--- config.mk ---
export PLATFORM = sky130hd
export DESIGN_NAME = miriscv_prefetch_unit_flat
export DESIGN_NICKNAME = d
export VERILOG_FILES = /design/src/rtl/miriscv_prefetch_unit_if.sv /design/src/rtl/miriscv_prefetch_unit.sv /design/src/flat_wrapper.sv
export SDC_FILE = /design/constraint.sdc
export NUM_CORES = 1
export LEC_CHECK = 0
export CORE_MARGIN = 5
export CORE_UTILIZATION = 50
export CTS_BUF_LIST = sky130_fd_sc_hd__clkbuf_4
export DETAILED_ROUTE_END_ITERATION = 16
export MAX_ROUTING_LAYER = met4
export PLACE_DENSITY = 0.75
export REMOVE_ABC_BUFFERS = 1
export SYNTH_ARGS = -nofsm -noshare
export SYNTH_HDL_FRONTEND = slang
export SYNTH_SLANG_ARGS = --single-unit
--- constraint.sdc ---
create_clock -name clk_i -period 15.1 [get_ports clk_i]
set_clock_uncertainty 0.05 [all_clocks]
set_input_delay 3.02 -clock clk_i [delete_from_list [all_inputs] [get_ports clk_i]]
set_output_delay 3.02 -clock clk_i [all_outputs]
set_load 0.03 [all_outputs]
--- src/rtl/miriscv_prefetch_unit_if.sv ---
// Request/grant instruction bus between the prefetch unit and instruction memory.
interface miriscv_prefetch_unit_if #(
  parameter int unsigned XLEN = 32
);
  logic            instr_req;
  logic [XLEN-1:0] instr_addr;
  logic            instr_gnt;
  logic            instr_rvalid;
  logic [XLEN-1:0] instr_rdata;

  modport master (
    output instr_req,
    output instr_addr,
    input  instr_gnt,
    input  instr_rvalid,
    input  instr_rdata
  );

  modport slave (
    input  instr_req,
    input  instr_addr,
    output instr_gnt,
    output instr_rvalid,
    output instr_rdata
  );
endinterface

--- src/rtl/miriscv_prefetch_unit.sv ---
// miriscv instruction prefetcher: pipelined request/grant fetch with an
// in-order PC tag queue, an instruction queue toward decode and a discard
// counter that drops responses made stale by a redirect.
module miriscv_prefetch_unit #(
  parameter int unsigned XLEN            = 32,
  parameter int unsigned FIFO_DEPTH      = 4,
  parameter int unsigned MAX_OUTSTANDING = 2
) (
  input  logic                   clk_i,
  input  logic                   arst_i,
  input  logic [XLEN-1:0]        boot_addr_i,
  miriscv_prefetch_unit_if.master bus,
  input  logic [XLEN-1:0]        cu_pc_bra_i,
  input  logic                   cu_kill_f_i,
  input  logic                   cu_stall_f_i,
  input  logic                   cu_boot_addr_load_en_i,
  output logic [XLEN-1:0]        fetched_pc_addr_o,
  output logic [XLEN-1:0]        fetched_pc_next_addr_o,
  output logic [31:0]            instr_o,
  output logic                   fetch_rvalid_o
);

  localparam int unsigned PTR_W = (FIFO_DEPTH > 1) ? $clog2(FIFO_DEPTH) : 1;
  localparam int unsigned CNT_W = $clog2(FIFO_DEPTH + 1);
  localparam int unsigned OUT_W = $clog2(MAX_OUTSTANDING + 1);
  localparam int unsigned TAG_W = (MAX_OUTSTANDING > 1) ? $clog2(MAX_OUTSTANDING) : 1;
  localparam int unsigned SUM_W = CNT_W + 1;

  logic [XLEN-1:0]  req_pc;
  logic [OUT_W-1:0] outstanding;
  logic [OUT_W-1:0] discard;

  logic [XLEN-1:0]  tag_mem [MAX_OUTSTANDING];
  logic [TAG_W-1:0] tag_wr_ptr;
  logic [TAG_W-1:0] tag_rd_ptr;

  logic [XLEN-1:0]  pc_mem    [FIFO_DEPTH];
  logic [31:0]      instr_mem [FIFO_DEPTH];
  logic [PTR_W-1:0] rd_ptr;
  logic [PTR_W-1:0] wr_ptr;
  logic [CNT_W-1:0] fifo_count;

  logic redirect;
  logic grant;
  logic rsp;
  logic push;
  logic pop;

  function automatic logic [TAG_W-1:0] tag_next(input logic [TAG_W-1:0] p);
    return (p == TAG_W'(MAX_OUTSTANDING - 1)) ? '0 : p + TAG_W'(1);
  endfunction

  // Request only while every in-flight response already has a queue slot reserved
  assign redirect       = cu_boot_addr_load_en_i | cu_kill_f_i;
  assign bus.instr_req  = ~arst_i & ~redirect
                        & (outstanding < OUT_W'(MAX_OUTSTANDING))
                        & ((SUM_W'(fifo_count) + SUM_W'(outstanding)) < SUM_W'(FIFO_DEPTH));
  assign bus.instr_addr = {req_pc[XLEN-1:2], 2'b00};
  assign grant          = bus.instr_req & bus.instr_gnt;
  // Responses with nothing in flight are stale leftovers from before reset
  assign rsp            = bus.instr_rvalid & (outstanding != '0);
  assign push           = rsp & ~redirect & (discard == '0);
  assign fetch_rvalid_o = (fifo_count != '0) & ~cu_stall_f_i & ~redirect;
  assign pop            = fetch_rvalid_o;

  // Head of the queue is always visible, valid or not
  assign fetched_pc_addr_o      = pc_mem[rd_ptr];
  assign fetched_pc_next_addr_o = pc_mem[rd_ptr] + XLEN'(4);
  assign instr_o                = instr_mem[rd_ptr];

  // Fetch PC, in-flight count and count of responses still to be thrown away
  always_ff @(posedge clk_i or posedge arst_i) begin
    if (arst_i) begin
      req_pc      <= '0;
      outstanding <= '0;
      discard     <= '0;
    end else begin
      outstanding <= outstanding + OUT_W'(grant) - OUT_W'(rsp);
      if (redirect) begin
        req_pc  <= cu_boot_addr_load_en_i ? boot_addr_i : cu_pc_bra_i;
        discard <= outstanding - OUT_W'(rsp);
      end else begin
        if (grant) req_pc <= req_pc + XLEN'(4);
        if (rsp && (discard != '0)) discard <= discard - OUT_W'(1);
      end
    end
  end

  // In-order PC tags of granted requests, retired by every response
  always_ff @(posedge clk_i or posedge arst_i) begin
    if (arst_i) begin
      tag_wr_ptr <= '0;
      tag_rd_ptr <= '0;
      for (int i = 0; i < int'(MAX_OUTSTANDING); i++) tag_mem[i] <= '0;
    end else begin
      if (grant) begin
        tag_mem[tag_wr_ptr] <= bus.instr_addr;
        tag_wr_ptr          <= tag_next(tag_wr_ptr);
      end
      if (rsp) tag_rd_ptr <= tag_next(tag_rd_ptr);
    end
  end

  // Instruction queue: flushed on redirect, filled by live responses, drained by decode
  always_ff @(posedge clk_i or posedge arst_i) begin
    if (arst_i) begin
      rd_ptr     <= '0;
      wr_ptr     <= '0;
      fifo_count <= '0;
      for (int i = 0; i < int'(FIFO_DEPTH); i++) begin
        pc_mem[i]    <= '0;
        instr_mem[i] <= '0;
      end
    end else if (redirect) begin
      rd_ptr     <= '0;
      wr_ptr     <= '0;
      fifo_count <= '0;
    end else begin
      if (push) begin
        pc_mem[wr_ptr]    <= tag_mem[tag_rd_ptr];
        instr_mem[wr_ptr] <= bus.instr_rdata[31:0];
        wr_ptr            <= wr_ptr + PTR_W'(1);
      end
      if (pop) rd_ptr <= rd_ptr + PTR_W'(1);
      fifo_count <= fifo_count + CNT_W'(push) - CNT_W'(pop);
    end
  end

  // A response with nothing outstanding means the bus was not reset with the core
  a_no_stale_rvalid: assert property (@(posedge clk_i) disable iff (arst_i)
    bus.instr_rvalid |-> (outstanding != '0));

endmodule

--- src/flat_wrapper.sv ---
// flat-port wrapper written by rule: the top's interface ports become plain ports
module miriscv_prefetch_unit_flat 
#(
  parameter int unsigned XLEN            = 32,
  parameter int unsigned FIFO_DEPTH      = 4,
  parameter int unsigned MAX_OUTSTANDING = 2
)
  (clk_i, arst_i, boot_addr_i, cu_pc_bra_i, cu_kill_f_i, cu_stall_f_i, cu_boot_addr_load_en_i, fetched_pc_addr_o, fetched_pc_next_addr_o, instr_o, fetch_rvalid_o, bus_instr_req, bus_instr_addr, bus_instr_gnt, bus_instr_rvalid, bus_instr_rdata);
  miriscv_prefetch_unit_if #(.XLEN(XLEN)) bus_i ();
  input  logic clk_i;
  input  logic arst_i;
  input  logic [XLEN-1:0] boot_addr_i;
  input  logic [XLEN-1:0] cu_pc_bra_i;
  input  logic cu_kill_f_i;
  input  logic cu_stall_f_i;
  input  logic cu_boot_addr_load_en_i;
  output logic [XLEN-1:0] fetched_pc_addr_o;
  output logic [XLEN-1:0] fetched_pc_next_addr_o;
  output logic [31:0] instr_o;
  output logic fetch_rvalid_o;
  output wire logic [$bits(bus_i.instr_req)-1:0] bus_instr_req;
  output wire logic [$bits(bus_i.instr_addr)-1:0] bus_instr_addr;
  input wire logic [$bits(bus_i.instr_gnt)-1:0] bus_instr_gnt;
  input wire logic [$bits(bus_i.instr_rvalid)-1:0] bus_instr_rvalid;
  input wire logic [$bits(bus_i.instr_rdata)-1:0] bus_instr_rdata;
  assign bus_instr_req = bus_i.instr_req;
  assign bus_instr_addr = bus_i.instr_addr;
  assign bus_i.instr_gnt = bus_instr_gnt;
  assign bus_i.instr_rvalid = bus_instr_rvalid;
  assign bus_i.instr_rdata = bus_instr_rdata;
  miriscv_prefetch_unit #(.XLEN(XLEN), .FIFO_DEPTH(FIFO_DEPTH), .MAX_OUTSTANDING(MAX_OUTSTANDING)) u_core (.clk_i(clk_i), .arst_i(arst_i), .boot_addr_i(boot_addr_i), .bus(bus_i), .cu_pc_bra_i(cu_pc_bra_i), .cu_kill_f_i(cu_kill_f_i), .cu_stall_f_i(cu_stall_f_i), .cu_boot_addr_load_en_i(cu_boot_addr_load_en_i), .fetched_pc_addr_o(fetched_pc_addr_o), .fetched_pc_next_addr_o(fetched_pc_next_addr_o), .instr_o(instr_o), .fetch_rvalid_o(fetch_rvalid_o));
endmodule
==> impl_metrics.toml <==
[placement]
port_buffers = 222
dpl_cell_area_um2 = 19000
gp_congestion = 0.859
hpwl_after_detailed_placement_um = 28000

[drt]
average_wire_per_cell_in_the_routed_design_um = 20.2
remaining_drc_errors = 0
drtAntennaViolNets = 0
drt_first_iter_violations = 648
routed_wl_um = 42100
avgViaCountPerCell = 5.69
first_pass_iters = 5
detailroute.via_count = 11900

[clock_network]
clock_tree.htree_level_count = 3
cts_hold_buf = 0
cts-buffers-inserted = 93
post_cts.repair.setup_buffers = 0
root_buffer = "clkbuf_4"
worst_skew_pair.late_latency_ns = 0.71
clkSlewWorstSetupHoldPaths_ns = 0.06
cts-resized-gates = 0
cts.sinks = 351
cts_tree = "done"
maximum_root_to_sink_buffer_count = 3

[global_route]
track_usage_pct = 24.1
grt_antenna_before_repair = 2
grt_start_max_net_pins = 129
grt_first_pass_wirelength_um = 67600
global_route.overflow_total = 0
grt_pass1_vias = 12500

[timing]
setup_total_negative_slack_ns = 0
timing.final.hold_violations = 0
worst_slew_pin_slew_ns = 1.11
maxClockFrequency_ghz = 0.121
rsz0062_at_grt = "false"
worst_slew_margin_rel_pct = 26.0
final.period_utilization_pct = 54.6
report.final.slew_viol_count = 0
final.min_clock_period_ns = 8.25
final-setup-viol-count = 0

[synthesis]
synth_top_cell_area_share_pct = 53.4
synth.ff_latch_count = 351
synth_top_cell_by_area = "dfrtp_1"
synth.top_cells.by_area = "dfrtp_1 53%, mux2_2 13%, mux4_2 7.1%"
ys_seq_area_share_pct = 53.4
postSynthCellCount = 1331
synth.yosys.warnings = 0
synth_enable_flop_cells = 0
postSynthAreaPerCell_um2 = 12.4
synth_flop_cell = "dfrtp_1"
synth_cell_type_count = 60
synth_async_sr_flop_share_pct = 100
synth.cell_area_um2 = 16500

[floorplanning]
design.die.area_um2 = 36600
start_util_pct = 50.6
design.portCount = 233
core_region_area_um2 = 32500
horizontal_die_dimension_um = 191
rows = 66
die_y_um = 191

[finish]
nFillCells = 2612
area_of_all_placed_cells_without_fillers_um2 = 20100
syn2layout_area_growth_pct = 22.4
post_route_cells_drive_above_1_share_pct = 25.8
num-nets-final = 1696

[power_and_ir_drop]
leakage_power_of_the_design_nw = 8.99
p_per_area_nw_per_um2 = 152
worst_ir_drop_vdd_uv = 69.3
power_w = 0.00306

[critical_path]
setup.worst_path.class = "in -> out"
worst-endpoint-required_ns = 12.03
worst_ep_arrival_time_ns = 5.18
critical_path_peak_fanout = 30
timing.critical_path.to_type = "output pin"
startpoint_type = "input port"

[min_path]
min-delay-path-class = "reg -> reg"

[status]
run_status = "finished clean"

[job]
max_cap_violations = 0
## layer usage
layer	vias up	routed length (µm)	GRT usage [%]
met4	0	1180	8.76
met5	-	0	-
met2	404	20200	37.7
li1	5393	-	-
met3	66	2640	5.00
met1	6019	18100	31.3
## final timing paths
check,slack [ns],cells past startpoint,end,startpoint
setup / recovery,6.85,6,fetch_rvalid_o,cu_boot_addr_load_en_i
min in group asynchronous,2.82,2,u_core.req_pc[4],arst_i
setup reg to reg,11.94,6,u_core.tag_mem[55],u_core.fifo_count[1]
hold reg to reg,0.43,2,u_core.pc_mem[2],u_core.pc_mem[2]
max in group asynchronous,9.52,4,u_core.rd_ptr[0],arst_i
hold / removal,0.43,2,u_core.pc_mem[2],u_core.pc_mem[2]
## worst max-delay path, cell delays in order
cell and delay, ns:
clkdlybuf4s50_1 0.39, buf_4 0.25, inv_1 0.35, nand2_1 0.13, nor3_1 0.29, clkdlybuf4s50_1 0.74
## state kept, by name (all words and copies together), names as in the netlist, 2 cells and up
name,cells
u_core.rd_ptr,2
u_core.tag_mem,60
u_core.wr_ptr,2
u_core.outstanding,2
u_core.instr_mem,128
u_core.req_pc,30
u_core.pc_mem,120
u_core.fifo_count,3
u_core.discard,2
## where the power goes
| group | switching, W | internal (W) | total [W] |
|---|---|---|---|
| combinational | 0.000553 | 0.000469 | 0.00102 |
| clock | 0.000373 | 0.000428 | 0.000800 |
| sequential | 0.000128 | 0.00111 | 0.00124 |
| total | 0.00105 | 0.00201 | 0.00306 |
## metrics by stage
stage / std cells / hold WS [ns] / setup WS (ns) / util [%]
final: 2089 / 0.425 / 6.85 / 61.9
after global routing: 2089 / 0.447 / 6.74 / 61.9
after CTS: 2087 / 0.428 / 6.85 / 61.9
after detailed placement: 1927 / 0.415 / 6.88 / 58.3
after global placement: 1927 / 0.404 / 6.86 / 58.3
after floorplan: 1243 / 0.392 / 2.29 / -
## placed cells by master, fill, tap and decap left out, types with 5 or more instances in the layout
cell type | Yosys | routed
nor4_1 | 11 | 11
xor2_1 | 16 | 16
conb_1 | 1 | 6
mux2_2 | 188 | 188
clkdlybuf4s50_1 | 0 | 222
inv_1 | 15 | 14
mux4_1 | 10 | 10
nor3_1 | 24 | 24
buf_4 | 8 | 20
a22o_1 | 6 | 6
nand2_1 | 161 | 160
o22ai_1 | 16 | 16
a21oi_1 | 15 | 15
nand4_1 | 17 | 17
clkbuf_4 | 0 | 143
mux2i_1 | 34 | 34
and4_1 | 7 | 7
clkinv_1 | 0 | 11
a22oi_1 | 7 | 7
inv_2 | 2 | 5
a31oi_1 | 5 | 5
ha_1 | 12 | 12
mux4_2 | 52 | 52
nor2_1 | 25 | 24
and3_1 | 13 | 13
nand3_1 | 26 | 26
dfrtp_1 | 351 | 348
xnor2_1 | 28 | 28
o21ai_0 | 144 | 144
## cell families (layout without fill, tap and decap cells)
group	after synthesis	after routing	synth area share (%)
other	1	8	0.0228
adders and majority gates	13	13	1.03
DFF	351	351	53.4
buffers and inverters	110	419	3.03
and+or+nand+nor	312	312	9.07
AOI/OAI and AO/OA	216	216	7.47
muxes	284	284	23.6
xor gates and xnor gates	44	44	2.34
## Yosys cell counts (all sizes together), types with 2 or more instances
cell type	number
a211oi	3
a21oi	15
a22o	6
a22oi	7
a311oi	3
a31oi	5
and2	5
and3	14
and4	7
buf	33
clkbuf	60
dfrtp	351
ha	12
inv	17
mux2	188
mux2i	34
mux4	62
nand2	161
nand2b	4
nand3	27
nand4	18
nor2	25
nor2b	4
nor3	24
nor3b	2
nor4	11
nor4b	2
o21a	3
o21ai	144
o22ai	16
o2bb2ai	2
o31a	3
or2	2
or4	4
xnor2	28
xor2	16
## cell type report
class	instances	area (µm²)	area share, %
clock buffers	143	1070	5.33
multi-input cells	875	7200	35.7
flip-flops and latches	351	8790	43.6
diodes	2	5.00	0.0249
well taps	442	553	2.75
inverters	17	71.3	0.354
clock inverters	17	76.3	0.379
repair buffers	242	2370	11.8
(Power assumes the default switching activity.)
